[config.mk]
export PLATFORM = sky130hd
export DESIGN_NAME = uart_tx_arbiter
export DESIGN_NICKNAME = d
export VERILOG_FILES = /design/src/rtl/uart_tx_arbiter_pkg.sv /design/src/rtl/uart_tx_arbiter_rr.sv /design/src/rtl/uart_tx_arbiter.sv
export SDC_FILE = /design/constraint.sdc
export NUM_CORES = 1
export LEC_CHECK = 0
export ABC_AREA = 1
export CORE_UTILIZATION = 50
export DETAILED_ROUTE_END_ITERATION = 10
export GPL_ROUTABILITY_DRIVEN = 1
export GPL_TIMING_DRIVEN = 1
export PLACE_DENSITY = 0.89
export SLEW_MARGIN = 5
export SYNTH_ARGS = -nofsm -noshare
export SYNTH_HDL_FRONTEND = slang
export SYNTH_HIERARCHICAL = 1
export SYNTH_SLANG_ARGS = --single-unit
[constraint.sdc]
create_clock -name clk -period 3 [get_ports clk]
set_input_delay 0.6 -clock clk [delete_from_list [all_inputs] [get_ports clk]]
set_output_delay 0.6 -clock clk [all_outputs]
set_load 0.02 [all_outputs]
[src/rtl/uart_tx_arbiter_pkg.sv]
// Shared types and constants for the round-robin UART TX arbiter.
// Frame-length constants cover both the plain and the UART_TX_ARBITER_PARITY_EN builds.
package uart_tx_arbiter_pkg;

  localparam int unsigned UART_DATA_BITS = 8;
  localparam int unsigned FRAME_BITS = UART_DATA_BITS + 2;
  localparam int unsigned FRAME_BITS_PARITY = UART_DATA_BITS + 3;

  // The PARITY code is always reserved so both builds share one encoding.
  typedef enum logic [2:0] {
    StIdle   = 3'd0,
    StStart  = 3'd1,
    StData   = 3'd2,
    StParity = 3'd3,
    StStop   = 3'd4
  } uart_state_e;

endpackage

[src/rtl/uart_tx_arbiter_rr.sv]
// Round-robin arbiter: combinational search from a registered pointer.
// The pointer moves to the slot after the winner on every accepted grant.
module rr_arbiter #(
  parameter int unsigned N = 4
) (
  input  logic                 clk,
  input  logic                 rst_n,
  input  logic [N-1:0]         req,
  input  logic                 accept,
  output logic [N-1:0]         grant,
  output logic [$clog2(N)-1:0] grant_idx
);

  localparam int unsigned IdxW = $clog2(N);

  logic [IdxW-1:0] ptr_q, ptr_d;
  logic [IdxW-1:0] idx;
  logic            found;

  always_comb begin
    grant     = '0;
    grant_idx = ptr_q;
    found     = 1'b0;
    idx       = '0;
    for (int unsigned k = 0; k < N; k++) begin
      idx = IdxW'((32'(ptr_q) + k) % N);
      if (!found && req[idx]) begin
        found      = 1'b1;
        grant[idx] = 1'b1;
        grant_idx  = idx;
      end
    end
  end

  always_comb begin
    ptr_d = ptr_q;
    if (accept) begin
      ptr_d = (grant_idx == IdxW'(N - 1)) ? '0 : grant_idx + 1'b1;
    end
  end

  always_ff @(posedge clk or negedge rst_n) begin
    if (!rst_n) begin
      ptr_q <= '0;
    end else begin
      ptr_q <= ptr_d;
    end
  end

endmodule

[src/rtl/uart_tx_arbiter.sv]
// Shares one 8N1 UART TX line between NUM_REQ byte sources, round-robin.
// Define UART_TX_ARBITER_PARITY_EN to append an even-parity bit (11-bit frame).
module uart_tx_arbiter
  import uart_tx_arbiter_pkg::*;
#(
  parameter int unsigned NUM_REQ      = 4,
  parameter int unsigned CLKS_PER_BIT = 87
) (
  input  logic                       clk,
  input  logic                       rst_n,
  input  logic [NUM_REQ-1:0]         req_valid,
  input  logic [8*NUM_REQ-1:0]       req_data,
  output logic [NUM_REQ-1:0]         req_ready,
  output logic                       tx,
  output logic                       busy,
  output logic [$clog2(NUM_REQ)-1:0] grant_id
);

  localparam int unsigned IdxW  = $clog2(NUM_REQ);
  localparam int unsigned BaudW = $clog2(CLKS_PER_BIT);
  localparam int unsigned BitW  = $clog2(UART_DATA_BITS);

  uart_state_e               state_q, state_d;
  logic [BaudW-1:0]          baud_q, baud_d;
  logic [BitW-1:0]           bit_q, bit_d;
  logic [UART_DATA_BITS-1:0] shift_q, shift_d, sel_data;
  logic                      tx_q, tx_d;
  logic [IdxW-1:0]           grant_id_q, grant_id_d, win_idx;
  logic [NUM_REQ-1:0]        grant;
  logic                      accept, baud_wrap;
`ifdef UART_TX_ARBITER_PARITY_EN
  logic                      parity_q, parity_d;
`endif

  rr_arbiter #(
    .N (NUM_REQ)
  ) u_rr_arbiter (
    .clk       (clk),
    .rst_n     (rst_n),
    .req       (req_valid),
    .accept    (accept),
    .grant     (grant),
    .grant_idx (win_idx)
  );

  assign accept    = (state_q == StIdle) && (|req_valid);
  assign req_ready = (state_q == StIdle) ? grant : '0;
  assign baud_wrap = (baud_q == BaudW'(CLKS_PER_BIT - 1));

  always_comb begin
    sel_data = '0;
    for (int i = 0; i < int'(NUM_REQ); i++) begin
      if (grant[i]) sel_data = req_data[8*i +: 8];
    end
  end

  // tx_d is computed from the state being entered so tx is a clean register output.
  always_comb begin
    state_d    = state_q;
    baud_d     = baud_wrap ? '0 : baud_q + 1'b1;
    bit_d      = bit_q;
    shift_d    = shift_q;
    tx_d       = tx_q;
    grant_id_d = grant_id_q;
`ifdef UART_TX_ARBITER_PARITY_EN
    parity_d   = parity_q;
`endif
    unique case (state_q)
      StIdle: begin
        baud_d = '0;
        bit_d  = '0;
        tx_d   = 1'b1;
        if (accept) begin
          state_d    = StStart;
          shift_d    = sel_data;
          tx_d       = 1'b0;
          grant_id_d = win_idx;
`ifdef UART_TX_ARBITER_PARITY_EN
          parity_d   = ^sel_data;
`endif
        end
      end
      StStart: begin
        if (baud_wrap) begin
          state_d = StData;
          tx_d    = shift_q[0];
        end
      end
      StData: begin
        if (baud_wrap) begin
          if (bit_q == BitW'(UART_DATA_BITS - 1)) begin
`ifdef UART_TX_ARBITER_PARITY_EN
            state_d = StParity;
            tx_d    = parity_q;
`else
            state_d = StStop;
            tx_d    = 1'b1;
`endif
          end else begin
            bit_d   = bit_q + 1'b1;
            shift_d = shift_q >> 1;
            tx_d    = shift_q[1];
          end
        end
      end
`ifdef UART_TX_ARBITER_PARITY_EN
      StParity: begin
        if (baud_wrap) begin
          state_d = StStop;
          tx_d    = 1'b1;
        end
      end
`endif
      StStop: begin
        if (baud_wrap) begin
          state_d = StIdle;
          tx_d    = 1'b1;
        end
      end
      default: begin
        state_d = StIdle;
        baud_d  = '0;
        tx_d    = 1'b1;
      end
    endcase
  end

  always_ff @(posedge clk or negedge rst_n) begin
    if (!rst_n) begin
      state_q    <= StIdle;
      baud_q     <= '0;
      bit_q      <= '0;
      shift_q    <= '0;
      tx_q       <= 1'b1;
      grant_id_q <= '0;
`ifdef UART_TX_ARBITER_PARITY_EN
      parity_q   <= 1'b0;
`endif
    end else begin
      state_q    <= state_d;
      baud_q     <= baud_d;
      bit_q      <= bit_d;
      shift_q    <= shift_d;
      tx_q       <= tx_d;
      grant_id_q <= grant_id_d;
`ifdef UART_TX_ARBITER_PARITY_EN
      parity_q   <= parity_d;
`endif
    end
  end

  assign tx       = tx_q;
  assign busy     = (state_q != StIdle);
  assign grant_id = grant_id_q;

endmodule

==> results.txt, run 1 <==
starting density of the core = 0.520
Crit. End Element = output pin
wire length of the first global-routing pass = 9.29 mm
power density relative to cell area = 270 mW/mm^2
cell with the most instances after synthesis = sky130_fd_sc_hd__nand2_1
post-synthesis instance total = 327
number of antenna cells inserted = 0
area share of the leading cell type in the synthesized netlist = 0.274
share of layout cells above drive strength 1 = 0.203
total setup buffers inserted after CTS = 0
final core utilization = 0.667
final hold violation count = 0
number of sinks driven by the clock tree = 26
Max-slew headroom = 0.589
placed cells = 433
max-capacitance violation count = 0
count of input and output buffers = 45
io pins = 46
antenna viol nets, final = 0
count of flip-flops with a built-in enable after synthesis = 0
count of non-filler cells in the finished layout = 437
synth-to-layout area growth = 28.3%
final total negative setup slack = 0 ns
DRT Pass-1 Iters = 4
Final Net Count = 433
critical setup path kind = in2out
register clock-pin slew on the reported worst setup and hold paths = 0.09 ns
post-layout min period = 2.83 ns
synthesized cell area = 0.00228 sq mm
initial detailed-routing violation count = 140
WHS = 0.480 ns
post-layout power = 0.789 mW
setup ws final = 0.174 ns
chip width = 69.5 microns
wire length after detailed routing = 5.33 mm
wire length per cell = 12.2 microns
Setup crit start kind = primary input
synthesized netlist net count = 374
worst supply voltage drop on vdd = 0.151 mV
number of remaining DRC errors = 0
vias in the first global route = 2,152
die area = 0.00484 sq mm
total of endpoints with negative setup slack in the final report = 0
Site Rows = 24
total grt overflow = 0
number of H-tree levels = 1
total non-filler cell area in the finished layout = 0.00293 sq mm
number of antenna violations at the first check in global routing = 0
most used flip-flop cell after synthesis = sky130_fd_sc_hd__dfrtp_1
outcome = complete, no violations
most area-consuming cells after synthesis = sky130_fd_sc_hd__dfrtp_1 (27%), sky130_fd_sc_hd__nand2_1 (15%), sky130_fd_sc_hd__nand3_1 (8.8%)
Async S/R FF share, synth = 1.00
leading post-synthesis cells by instance count = sky130_fd_sc_hd__nand2_1 (89), sky130_fd_sc_hd__nand3_1 (40), sky130_fd_sc_hd__nor2_1 (32), sky130_fd_sc_hd__inv_1 (31), sky130_fd_sc_hd__dfrtp_1 (25)
final clock skew = 0.00451 ns
clock latency reported for the late side of the worst-skew pair = 0.27 ns
pin count of the biggest net entering global routing = 21
Fmax achieved = 354 MHz
required time worst endpoint = 2.40 ns
clk buf depth = 2
synthesized area per cell = 6.98 sq um
aggregate global-route resource usage = 0.234
CTS tree = done
Max Fanout on Critical Path = 6
core footprint = 0.00438 sq mm
Synth Register Bits = 26
count of unique library cells instantiated by Yosys = 37
Yosys warning total = 6
Root Driver = sky130_fd_sc_hd__clkbuf_8
type of the worst min-delay path = reg2reg
half-perimeter wire length of the detailed placement result = 4.18 mm
ratio of routed vias to standard cells = 5.16
Die Span Y = 69.5 microns
via count = 2,253
Slew Viols, Final = 0
post-placement worst setup slack = -0.429 ns
worst slew pin tran = 0.615 ns
Filler Cell Count = 383
dpl cell area = 0.00287 sq mm
final estimated routing congestion in global placement = 0.854
cell type with the largest total area after synthesis = sky130_fd_sc_hd__dfrtp_1
portion of the post-synthesis area used by sequential elements = 0.286
Num CTS Buffers = 3
setup repair after global routing missed its margin = false
CP Data Arrival Time = 2.23 ns
leakage power total = 1.50 nW
Final Cycle Share = 0.942
## what timing repair did
action	in CTS	in global routing
setup endpoints to repair	4	4
hold buffers	0	0
endpoints found under the hold margin	0	0
gates resized for setup	11	10
pin swaps	0	0
## per-layer routing
layer | vias up | track usage | routed length (microns)
met4 | 0 | 0.0612 | 68
met3 | 6 | 0.0160 | 138
met1 | 1044 | 0.293 | 2290
li1 | 1158 | - | -
met2 | 45 | 0.434 | 2830
met5 | - | 0 | 0
## worst paths after layout
kind	endpoint	slack, ns	start	depth (start not counted)
max in group asynchronous	async pin	1.66	rst_n	2
hold reg to reg	shift_q[7]	0.48	shift_q[7]	2
setup / recovery	req_ready[2]	0.17	req_valid[1]	12
hold / removal	shift_q[7]	0.48	shift_q[7]	2
min in group asynchronous	baud_q[4]	0.70	rst_n	1
setup reg to reg	shift_q[4]	0.65	register	19
## where the power goes
group | internal, mW | switching [mW] | total, mW
Sequential | 0.350 | 0 | 0.350
Combinational | 0.0761 | 0.0690 | 0.145
Clock | 0.179 | 0.115 | 0.293
## placed cells by master (no fill, tap or decap), types with 2 or more instances in the layout
master / count
sky130_fd_sc_hd__nor2_4: 2
sky130_fd_sc_hd__a21oi_1: 17
sky130_fd_sc_hd__nand3_1: 40
sky130_fd_sc_hd__o21ai_2: 2
sky130_fd_sc_hd__nor2_1: 32
sky130_fd_sc_hd__buf_4: 17
sky130_fd_sc_hd__nand4_1: 2
sky130_fd_sc_hd__ha_1: 9
sky130_fd_sc_hd__clkinv_1: 2
sky130_fd_sc_hd__inv_1: 31
sky130_fd_sc_hd__nand3_2: 3
sky130_fd_sc_hd__nor2_2: 3
sky130_fd_sc_hd__nand2_1: 89
sky130_fd_sc_hd__clkdlybuf4s50_1: 38
sky130_fd_sc_hd__inv_2: 6
sky130_fd_sc_hd__o22ai_1: 3
sky130_fd_sc_hd__nand2_4: 8
sky130_fd_sc_hd__dfrtp_1: 24
sky130_fd_sc_hd__nand2_2: 10
sky130_fd_sc_hd__o21ai_1: 6
sky130_fd_sc_hd__nand2_8: 2
sky130_fd_sc_hd__or2_2: 7
sky130_fd_sc_hd__nor3_1: 2
sky130_fd_sc_hd__clkbuf_8: 3
sky130_fd_sc_hd__clkbuf_2: 4
sky130_fd_sc_hd__nand3_4: 4
sky130_fd_sc_hd__dlymetal6s2s_1: 2
sky130_fd_sc_hd__o21ai_0: 4
## critical path, cell delays in order
cell and delay [ns]:
sky130_fd_sc_hd__clkdlybuf4s50_1 0.55, sky130_fd_sc_hd__inv_1 0.06, sky130_fd_sc_hd__nand2_1 0.08, sky130_fd_sc_hd__nand3_1 0.09
sky130_fd_sc_hd__nand2_2 0.11, sky130_fd_sc_hd__nand2_4 0.07, sky130_fd_sc_hd__o22ai_1 0.13, sky130_fd_sc_hd__a21oi_1 0.08
sky130_fd_sc_hd__o21ai_2 0.07, sky130_fd_sc_hd__clkinv_1 0.11, sky130_fd_sc_hd__nor2_1 0.11, sky130_fd_sc_hd__clkbuf_2 0.17
## area by class of cell
class / count / area, sq um / area share
clock buffer: 3 / 41.3 / 0.0141
multi-input combinational: 252 / 1410 / 0.482
timing repair buffer: 62 / 562 / 0.192
tap: 52 / 65.1 / 0.0222
sequential: 26 / 653 / 0.223
clock inverter: 1 / 30.0 / 0.0103
inverter: 41 / 164 / 0.0560
## sequential cells by signal, indices dropped and copies added (netlist names), named ones only
register / flops
baud_q: 7
grant_id: 2
tx: 1
shift_q: 8
u_rr_arbiter/ptr_q: 1
state_q: 3
bit_q: 3
## logic make-up (layout without fill, tap and decap cells)
kind of cell | after synthesis | count (layout) | share of synthesized area
xor gates and xnor gates | 1 | 1 | 0.00384
AOI/OAI and AO/OA | 35 | 35 | 0.0834
buffers and inverters | 49 | 107 | 0.0976
DFF | 26 | 26 | 0.286
and+or+nand+nor | 207 | 207 | 0.480
adders and majority gates | 9 | 9 | 0.0494
Note: power is estimated with default switching activity, not from simulation.
==> run 2, diff against run 1 <==
Settings changed: SLEW_MARGIN 5 to unset.
==> results of run 2 <==
Final layout, timing and power as in run 1 (identical DEF).
